<file path="src/rtl/hs_arb_pkg.sv">
// hs_ram_arbiter shared types.
// State encoding and counter widths.
package hs_arb_pkg;

  typedef enum logic [2:0] {
    ST_CPU,
    ST_WAIT_IDLE,
    ST_SETTLE,
    ST_HS,
    ST_RELEASE
  } state_t;

  localparam int TO_W = 16;
  localparam int ST_W = 4;

endpackage

</file>
<file path="src/rtl/hs_ram_arbiter.sv">
// Work-RAM port arbiter: CPU vs hiscore engine.
// Pauses the CPU, waits for idle + settle, then grants.
module hs_ram_arbiter
  import hs_arb_pkg::*;
#(
  parameter int AW      = 16,
  parameter int DW      = 8,
  parameter int SETTLE  = 2,
  parameter int TIMEOUT = 1023
) (
  input  logic          clk_sys,
  input  logic          reset,
  input  logic          ext_pause,
  input  logic          cpu_idle,
  input  logic [AW-1:0] cpu_addr,
  input  logic [DW-1:0] cpu_din,
  input  logic          cpu_we,
  input  logic          hs_req,
  input  logic [AW-1:0] hs_addr,
  input  logic [DW-1:0] hs_din,
  input  logic          hs_we,
  input  logic [DW-1:0] ram_dout,
  output logic          cpu_pause,
  output logic          hs_grant,
  output logic [DW-1:0] hs_dout,
  output logic          hs_timeout,
  output logic [AW-1:0] ram_addr,
  output logic [DW-1:0] ram_din,
  output logic          ram_we
);

  localparam logic [TO_W-1:0] TO_MAX = TO_W'(TIMEOUT);
  localparam logic [ST_W-1:0] ST_END = ST_W'(SETTLE - 1);

  state_t          state;
  state_t          nxt;
  logic            arb_pause;
  logic            prev_hs;
  logic [TO_W-1:0] to_cnt;
  logic [ST_W-1:0] st_cnt;
  logic            to_hit;

  assign to_hit = hs_req && !cpu_idle && (to_cnt == TO_MAX);

  always_ff @(posedge clk_sys) begin
    if (reset) begin
      state      <= ST_CPU;
      arb_pause  <= 1'b0;
      hs_grant   <= 1'b0;
      hs_timeout <= 1'b0;
      prev_hs    <= 1'b0;
      hs_dout    <= '0;
      to_cnt     <= '0;
      st_cnt     <= '0;
    end else begin
      state    <= nxt;
      hs_grant <= (nxt == ST_HS);
      prev_hs  <= (state == ST_HS);
      if (prev_hs)
        hs_dout <= ram_dout;
      unique case (state)
        ST_CPU: begin
          if (hs_req) begin
            arb_pause <= 1'b1;
            to_cnt    <= '0;
          end
        end
        ST_WAIT_IDLE: begin
          if (hs_req && cpu_idle)
            st_cnt <= '0;
          else if (to_hit)
            hs_timeout <= 1'b1;
          else if (to_cnt != TO_MAX)
            to_cnt <= to_cnt + 1'b1;
        end
        ST_SETTLE: st_cnt <= st_cnt + 1'b1;
        ST_HS: ;
        ST_RELEASE: arb_pause <= 1'b0;
        default: arb_pause <= 1'b0;
      endcase
    end
  end

  always_comb begin
    nxt = state;
    unique case (state)
      ST_CPU:
        if (hs_req) nxt = ST_WAIT_IDLE;
      ST_WAIT_IDLE:
        if (!hs_req)      nxt = ST_RELEASE;
        else if (cpu_idle) nxt = ST_SETTLE;
        else if (to_hit)   nxt = ST_RELEASE;
      ST_SETTLE:
        if (!hs_req)             nxt = ST_RELEASE;
        else if (st_cnt >= ST_END) nxt = ST_HS;
      ST_HS:
        if (!hs_req) nxt = ST_RELEASE;
      ST_RELEASE: nxt = ST_CPU;
      default:    nxt = ST_CPU;
    endcase
  end

  // Writes are blocked while ownership is changing hands.
  always_comb begin
    cpu_pause = ext_pause | arb_pause;
    ram_addr  = cpu_addr;
    ram_din   = cpu_din;
    ram_we    = 1'b0;
    unique case (state)
      ST_CPU, ST_WAIT_IDLE: ram_we = cpu_we;
      ST_HS: begin
        ram_addr = hs_addr;
        ram_din  = hs_din;
        ram_we   = hs_we;
      end
      default: ram_we = 1'b0;
    endcase
    if (reset)
      ram_we = 1'b0;
  end

endmodule
</file>
<file path="config.mk">
export PLATFORM = sky130hd
export DESIGN_NAME = hs_ram_arbiter
export DESIGN_NICKNAME = d
export VERILOG_FILES = /design/src/rtl/hs_arb_pkg.sv /design/src/rtl/hs_ram_arbiter.sv
export SDC_FILE = /design/constraint.sdc
export NUM_CORES = 1
export LEC_CHECK = 0
export BUFFER_PORTS_ARGS = -buffer_cell sky130_fd_sc_hd__buf_4
export CAP_MARGIN = 20
export CORE_MARGIN = 10
export CORE_UTILIZATION = 50
export CTS_BUF_LIST = sky130_fd_sc_hd__clkbuf_8 sky130_fd_sc_hd__clkbuf_16
export DETAILED_ROUTE_END_ITERATION = 16
export PLACE_DENSITY = 0.9
export RECOVER_POWER = 50
export SETUP_SLACK_MARGIN = 0.1
export SLEW_MARGIN = 40
export SYNTH_ARGS = -nofsm -noshare
export SYNTH_HDL_FRONTEND = slang
export SYNTH_SLANG_ARGS = --single-unit
</file>
<file path="constraint.sdc">
create_clock -name clk_sys -period 3.9 [get_ports clk_sys]
set_input_delay 0.39 -clock clk_sys [delete_from_list [all_inputs] [get_ports clk_sys]]
set_output_delay 0.39 -clock clk_sys [all_outputs]
set_load 0.02 [all_outputs]
</file>
==> reports/qor.csv <==
metric;value;unit
antenna_cells;0;
finalMaxSlewViolations;0;
drtAntennaViolNets;0;
drive_gt1_share;38.63;%
critical_path_required;3.51;ns
final_common_cell;buf_4;
powerDensity;288.6;mW/mm^2
cts_tree;done;
fin_crit_sh;73.42;%
dp.cells;363;
drcViolationCount;0;
path_buf_inv;2;
initial_core_util;51.29;%
min_path_type;input pin to flop;
fmax;349.2;MHz
crit_fanout;25;
port_buffers;98;
grt_usage;18.05;%
root_buffer;clkbuf_8;
crit_type;flop to output pin;
power_switching;214.9;uW
p_int;604.5;uW
finalSetupTns;0;ns
vias;2107;
clkTransAtPathRegs;0.07;ns
pwr-share-comb;18.9;%
synth_nets;292;
synth_warnings;0;
worst_pin_slew;1.018;ns
finalSetupViolations;0;
ys_types;38;
finClkSkew;0.005464;ns
htree_levels;2;
rsz0062_at_grt;false;
io_pins;99;
clk-insertion-delay-late;0.29;ns
cp_top_family;simple AND/OR/NAND/NOR gates;
finalPower;819.4;uW
ys.flop_type;dfxtp_1;
grt_pass1_wl;10670;um
critical_path_cell_count;4;
cts_resized;0;
cpPeakStageDelay;0.77;ns
netSwitchingFraction;26.23;%
syn_inst;225;
status;complete, no violations;
period_needed;2.863;ns
final_cell_mix;buf_4, dfxtp_1, mux2_2;
hold_viol_final;0;
cap_violations;0;
ys_ff_latch;35;
worstPathCellList;inv_1 -> or3_1 -> mux2_2 -> buf_4;
post_drt_wl_per_cell;18.43;um
gp_congestion;0.7839;
final_nets;387;
antenna_found_initial;0;
postSynthAreaPerCell;8.986;um^2
row_count;23;
fin_cells;371;
dpl-instance-area;0.002791;mm^2
slew_headroom;32.16;%
numCtsBuffers;5;
fin_ws;1.037;ns
grt-ovfl-total;0;
reg2reg_depth;5;
routed_wl;6839;um
core_region_area;0.003943;mm^2
via_per_inst;5.679;
grt_pass1_vias;2061;
reg2reg_setup_slack;1.54;ns
p_seq_share;44.9;%
place.detailed.hpwl;5323;um
hold_buffers;0;
die_y;83.59;um
syn_area;0.002022;mm^2
area_growth;40.41;%
clock_path_buffers;2;
worst_path_max_delay_cell;or3_1;
stdcell_area;0.002839;mm^2
ys_seq_area_share;34.65;%
drtIter0Drc;182;
chipWidth;83.59;um
clkSinkCount;35;
dieArea;0.006987;mm^2
post_cts_buffers;0;
first_pass_iters;4;
async_flop_share;0;%
ir_drop;0.0003273;V
place_ws;1.491;ns
critical_path.startpoint_type;flop;
clock_power_share;36.1;%
hold-worst-slack;0.3429;ns
utilization;72.01;%
p_leak;1.112;nW
holdPathStages;3;
grt_max_degree;32;
synth-edff-count;0;
crit_path_end_kind;output pin;
arrival;2.47;ns
## layer usage
metal,routed length (um),share of wire [%],global-route usage [%]
met1,2566,38,18.91
met2,3922,57,34.70
met3,290,4.2,4.199
met4,60,0.88,4.566
met5,0,0,0
## worst register-to-register path, cell delays in order, from the launching register on
cell	delay, ns
dfxtp_1	0.34
or4_1	0.60
nor4_1	0.38
clkbuf_1	0.58
nor4_1	0.19
mux2i_1	0.15
## kinds of logic after synthesis
logic type	count (synthesis)	share of synthesized area, %
xor+xnor	1	0.4332
fa+ha+maj	4	2.475
compound gates	29	10.15
mux	39	20.79
flops	35	34.65
simple gates	99	27.97
buf+inv	18	3.527
## layout make-up
type / instances / area (um^2)
clock inverters: 1 / 7.507
repair buffers: 101 / 713.2
clock buffers: 7 / 96.34
inverters: 5 / 18.77
flip-flops and latches: 35 / 700.7
fillers: 283 / 1104
multi-input cells: 172 / 1240
well taps: 50 / 62.56
## cell usage after synthesis (2+ instances only)
cell	count	share of area, %
nand4_1	5	1.5
o31ai_1	7	2.6
nor4b_1	4	1.7
ha_1	4	2.5
nor3_1	4	0.99
and4_1	3	1.3
nor2_1	18	3.3
o21ai_0	2	0.50
inv_1	5	0.93
or3_1	10	3.1
nor4_1	7	2.2
clkbuf_1	11	2.0
or4_1	8	3.0
nand2_1	17	3.2
or2_2	2	0.62
nand3_1	10	2.5
mux2_2	24	13
and3_1	2	0.62
a21oi_1	13	3.2
dfxtp_1	35	35
nor3b_1	3	1.1
mux2i_1	15	7.4
## state kept, by name, summed over array words and instances (netlist names)
register,flops
hs_timeout,1
hs_dout,8
to_cnt,16
st_cnt,4
state,3
hs_grant,1
arb_pause,1
prev_hs,1
## worst paths after layout
kind          startpoint    endpoint
min reg2reg   to_cnt[15]  to_cnt[15]
max             state[0]  ram_din[7]
min          ram_dout[2]  hs_dout[2]
max reg2reg   to_cnt[11]  to_cnt[13]
## power by group through the flow
stage | registers, mW | clock network (mW) | logic (mW)
final | 0.368 | 0.296 | 0.155
after global routing | 0.369 | 0.308 | 0.165
after CTS | 0.368 | 0.296 | 0.156
after detailed placement | 0.376 | 0 | 0.155
after global placement | 0.376 | 0 | 0.150
after floorplan | 0.372 | 0 | 0.0733
Power figures use the tool's default switching activity.
